<file path="src/rtl/ap3_io_pkg.sv">
// ---------------------------------------------------------------------------
// ap3_io_pkg
// Shared constants and helpers for the AP3 IO block register cells.
//   - Legal parameter ranges for the input-cell synchronizer and filter.
//   - clog2 helper for sizing counters at elaboration time.
// ---------------------------------------------------------------------------
package ap3_io_pkg;

   // Legal synchronizer depth for pad-input cells
   localparam int unsigned SYNC_STAGES_MIN = 2;
   localparam int unsigned SYNC_STAGES_MAX = 4;

   // Legal glitch-filter length (1 = filter bypassed)
   localparam int unsigned FILTER_LEN_MIN  = 1;
   localparam int unsigned FILTER_LEN_MAX  = 16;

   // Ceiling log2; clog2(0) = clog2(1) = 0
   function automatic int unsigned clog2(input int unsigned value);
      int unsigned res;
      int unsigned pow;
      res = 0;
      pow = 1;
      while (pow < value) begin
         pow = pow << 1;
         res = res + 1;
      end
      return res;
   endfunction

endpackage

</file>
<file path="src/rtl/in_sync_chain.sv">
// ---------------------------------------------------------------------------
// in_sync_chain
// Metastability synchronizer: SYNC_STAGES flops in series, synchronous
// active-high reset loads INIT into every stage.
// Ports:
//   clk  in  1  sampling clock
//   rst  in  1  synchronous active-high reset
//   d    in  1  asynchronous input
//   q    out 1  synchronized output (last stage)
// ---------------------------------------------------------------------------
module in_sync_chain
   import ap3_io_pkg::*;
#(
   parameter int unsigned SYNC_STAGES = 2,
   parameter logic        INIT        = 1'b0
) (
   input  logic clk,
   input  logic rst,
   input  logic d,
   output logic q
);

   if (SYNC_STAGES < SYNC_STAGES_MIN || SYNC_STAGES > SYNC_STAGES_MAX) begin : g_bad_stages
      $error("in_sync_chain: SYNC_STAGES=%0d out of range", SYNC_STAGES);
   end

   logic [SYNC_STAGES-1:0] sync;

   // Shift register; stage 0 samples the pad, the last stage feeds the filter
   always_ff @(posedge clk) begin
      if (rst) begin
         sync <= {SYNC_STAGES{INIT}};
      end else begin
         sync <= {sync[SYNC_STAGES-2:0], d};
      end
   end

   assign q = sync[SYNC_STAGES-1];

endmodule

</file>
<file path="src/rtl/in_filter_cell.sv">
// ---------------------------------------------------------------------------
// in_filter_cell
// Input-direction IO register cell: pad level -> synchronizer -> consecutive
// sample glitch filter -> registered level plus one-cycle edge strobes.
// Ports:
//   IQC  in  1  IO register clock
//   QRT  in  1  synchronous active-high reset
//   IQE  in  1  clock enable for the filter stage (synchronizer always runs)
//   A2F  in  1  asynchronous pad input
//   IQZ  out 1  filtered registered level
//   IQR  out 1  one-cycle strobe, IQZ rose
//   IQF  out 1  one-cycle strobe, IQZ fell
// ---------------------------------------------------------------------------
module in_filter_cell
   import ap3_io_pkg::*;
#(
   parameter int unsigned SYNC_STAGES = 2,
   parameter int unsigned FILTER_LEN  = 4,
   parameter logic        INIT        = 1'b0
) (
   input  logic IQC,
   input  logic QRT,
   input  logic IQE,
   input  logic A2F,
   output logic IQZ,
   output logic IQR,
   output logic IQF
);

   localparam int unsigned CNT_W = (clog2(FILTER_LEN) > 1) ? clog2(FILTER_LEN) : 1;
   localparam logic [CNT_W-1:0] CNT_LAST = CNT_W'(FILTER_LEN - 1);

   if (FILTER_LEN < FILTER_LEN_MIN || FILTER_LEN > FILTER_LEN_MAX) begin : g_bad_len
      $error("in_filter_cell: FILTER_LEN=%0d out of range", FILTER_LEN);
   end

   logic             s;
   logic [CNT_W-1:0] cnt;
   logic [CNT_W-1:0] cnt_nxt;
   logic             iqz_nxt;
   logic             iqr_nxt;
   logic             iqf_nxt;

   in_sync_chain #(
      .SYNC_STAGES (SYNC_STAGES),
      .INIT        (INIT)
   ) u_sync (
      .clk (IQC),
      .rst (QRT),
      .d   (A2F),
      .q   (s)
   );

   // Filter next state: a differing sample must persist FILTER_LEN enabled
   // cycles; any agreeing sample restarts the count from zero.
   always_comb begin
      cnt_nxt = cnt;
      iqz_nxt = IQZ;
      iqr_nxt = 1'b0;
      iqf_nxt = 1'b0;
      if (IQE) begin
         if (s == IQZ) begin
            cnt_nxt = '0;
         end else if (cnt == CNT_LAST) begin
            iqz_nxt = s;
            cnt_nxt = '0;
            iqr_nxt = s;
            iqf_nxt = ~s;
         end else begin
            cnt_nxt = cnt + CNT_W'(1);
         end
      end
   end

   // Reset wins over enable and over an update due on the same edge
   always_ff @(posedge IQC) begin
      if (QRT) begin
         cnt <= '0;
         IQZ <= INIT;
         IQR <= 1'b0;
         IQF <= 1'b0;
      end else begin
         cnt <= cnt_nxt;
         IQZ <= iqz_nxt;
         IQR <= iqr_nxt;
         IQF <= iqf_nxt;
      end
   end

endmodule

</file>
<file path="config.mk">
export PLATFORM = sky130hd
export DESIGN_NAME = in_filter_cell
export DESIGN_NICKNAME = d
export VERILOG_FILES = /design/src/rtl/ap3_io_pkg.sv /design/src/rtl/in_sync_chain.sv /design/src/rtl/in_filter_cell.sv
export SDC_FILE = /design/constraint.sdc
export NUM_CORES = 1
export LEC_CHECK = 0
export CAP_MARGIN = 20
export CORE_AREA = 2 2 39 41
export CTS_CLUSTER_DIAMETER = 150
export DETAILED_ROUTE_END_ITERATION = 12
export DIE_AREA = 0 0 41 43
export RECOVER_POWER = 100
export SYNTH_ARGS = -nofsm -noshare
export SYNTH_HDL_FRONTEND = slang
export SYNTH_SLANG_ARGS = --single-unit
</file>
<file path="constraint.sdc">
create_clock -name IQC -period 1.1 [get_ports IQC]
set_input_delay 0.22 -clock IQC [delete_from_list [all_inputs] [get_ports IQC]]
set_output_delay 0.22 -clock IQC [all_outputs]
set_load 0.05 [all_outputs]
</file>
==> impl_metrics.toml <==
[worst_hold_path]
holdPathStages = 1
hold_path_end = "u_sync.sync[1]"
min_from = "u_sync.sync[0]"
min_path_type = "reg2reg"

[timing]
period_share_pct = 105
fin_crit_ps = 1150
setup_tns_ps = -52.1
max_freq_ghz = 0.868
holdWs_ps = 446
finalHoldViolations = 0
rsz0062_at_grt = "true"
setup_viol = 1
fin_worst_skew_ps = 2.00
worst_slew_pin_slew_ps = 274
drv_slew = 0
relSlewSlack_pct = 81.5
setup_ws_ps = -52.1

[critical_path]
crit_type = "reg2reg"
timing.rr.end = "cnt[0]"
cp_data_required_time_ps = 1270
worstPathMaxFanout = 3
reg2reg_slack_ps = -50
startpoint_type = "register"
cp.arrival_ps = 1320
r2r_start = "cnt[0]"
ff2ff_path_depth = 3
endpoint_kind = "register"

[logic_synthesis]
synth_cell_types = 13
synth_area_per_cell_sq_um = 11.4
synthMuxAreaShare_pct = 0
synth_top_family_by_area = "simple AND/OR/NAND/NOR gates"
synth-adder-area-share_pct = 4.76
synth_compound_area_share_pct = 12.4
syn-num-nets = 28
ys_ff_latch = 7
ys_top_cells_by_area = "dfxtp_1, and2b_2, nor4b_1, o32ai_1, ha_1"
synth.cell_area_sq_um = 263
yosys.area_share.xor_xnor_pct = 3.33
synth-simple-area-share_pct = 23.3
synth_cells = 23
yosysWarnings = 0
yosysSeqAreaShare_pct = 53.3
yosysTopAreaCell = "dfxtp_1"
netlist.area_leader.share_pct = 53.3

[clocking]
cts_tree = "done"
clk_latency_ps = 260
cts_root_buffer = "clkbuf_4"
clk_path_buf_depth = 2
cts-htree-levels = 1
cts_num_sinks = 7
post_cts_buffers = 0
clk_pin_slew_ps = 50
holdBufCountCts = 0
cts_buffers = 3

[floorplan]
ios = 7
die_area_sq_mm = 0.00176
rows = 14
start_util_pct = 19.0
die_w_microns = 41
design.core.area_sq_mm = 0.00138
die_height_microns = 43

[detailed_routing]
wirelength_microns = 554
vias = 223
detail-route-antenna-nets = 0
first_iter_violations = 5
drcViolationCount = 0
via_per_inst = 4.29
dr.pass1.iters = 3
wl_per_cell_microns = 10.7

[finish]
finalNetCount = 42
nFillCells = 141
final_cell_mix = "dfxtp_1, clkbuf_4, clkdlybuf4s50_1, buf_4"
antenna_cells = 0
drive_gt1_share_pct = 52.8
finish.instance_area_sq_um = 413
area.growth.synth_to_final_pct = 57.1
layout_commonest_cell = "dfxtp_1"

[global_route]
antenna_found_initial = 0
grt.total_usage_pct = 8.66
grt-ovfl-total = 0
grt_max_degree = 9
grt_pass1_vias = 218
grt_pass1_wl_microns = 862

[placement]
gp_congestion = 0.750
hpwl_microns = 352
placed_area_sq_um = 399
io_buffers = 6
preCtsSetupSlack_ps = -243

[power]
p_leak_nw = 0.150
power_density_mw_per_mm2 = 1300
total_power_w = 0.000537
vdd_drop_max_v = 0.000664

[outcome]
violations = "setup timing"
status = "complete, but fails checks"

[job]
maxCapViolations = 0
==> metrics by stage <==
| step | cells | utilization [%] |
|---|---|---|
| floorplan | 23 | - |
| global placement | 48 | 28.8 |
| detailed placement | 48 | 28.8 |
| CTS | 52 | 31.3 |
| global route | 52 | 29.8 |
| finish | 52 | 29.8 |
==> critical path: stages, from the launching register on <==
cell and delay, ps:
dfxtp_2 340, ha_4 160, or4b_4 480, o32ai_2 100
==> area by class of cell <==
class                           count  area (sq um)  area share (%)
Clock buffer                        4          26.3            6.36
Inverter                            2          7.51            1.82
Multi-Input combinational cell     14           149            36.1
Sequential cell                     7           143            34.5
Tap cell                           16          20.0            4.85
Timing Repair Buffer                9          67.6            16.4
==> sequential cells by signal, indices dropped and copies added (netlist names) <==
| name | flops |
|---|---|
| cnt | 2 |
| u_sync.sync | 2 |
| IQF | 1 |
| IQR | 1 |
| IQZ | 1 |
==> routing by layer <==
metal / GRT usage, % / up-vias / part of all wire (%)
met4: 8.00 / 0 / 4.0
met3: 7.85 / 4 / 7.8
li1: - / 110 / -
met5: 0 / - / 0
met2: 11.9 / 8 / 50
met1: 6.82 / 101 / 38
==> synthesized netlist by cell type <==
| cell | number |
|---|---|
| inv_1 | 2 |
| a21bo_2 | 1 |
| nand2_1 | 1 |
| ha_1 | 1 |
| and2b_2 | 2 |
| a21oi_1 | 1 |
| xnor2_1 | 1 |
| or4b_1 | 1 |
| nand3_1 | 1 |
| o32ai_1 | 2 |
| nor4b_1 | 2 |
| dfxtp_1 | 7 |
| nand3b_1 | 1 |
==> report_power, final <==
part	switching, W	total (W)	internal, W
combinational	0.0000139	0.0000369	0.0000230
sequential	0.00000326	0.000262	0.000258
clock	0.0000996	0.000238	0.000139
total	0.000117	0.000537	0.000420
==> repair_timing <==
item                                    4_1_cts  5_1_grt
endpoints found under the setup margin        1        4
pin swaps                                     0        0
gates resized for setup                       1        5
==> logic make-up (layout without fill, tap and decap cells) <==
logic type	after synthesis	in the layout
and+or+nand+nor	8	8
AOI/OAI and AO/OA	4	4
adders and majority gates	1	1
DFF	7	7
buffers and inverters	2	15
xor gates and xnor gates	1	1
==> how the worst max path moves through the flow <==
stage | from | to | cells after the start
after detailed placement | QRT | cnt[0] | 3
after global routing | cnt[0] | cnt[0] | 3
final | cnt[0] | cnt[0] | 3
after CTS | cnt[0] | cnt[0] | 3
after floorplan | cnt[1] | cnt[0] | 3
after global placement | QRT | cnt[0] | 3
Note: power is estimated with default switching activity, not from simulation.
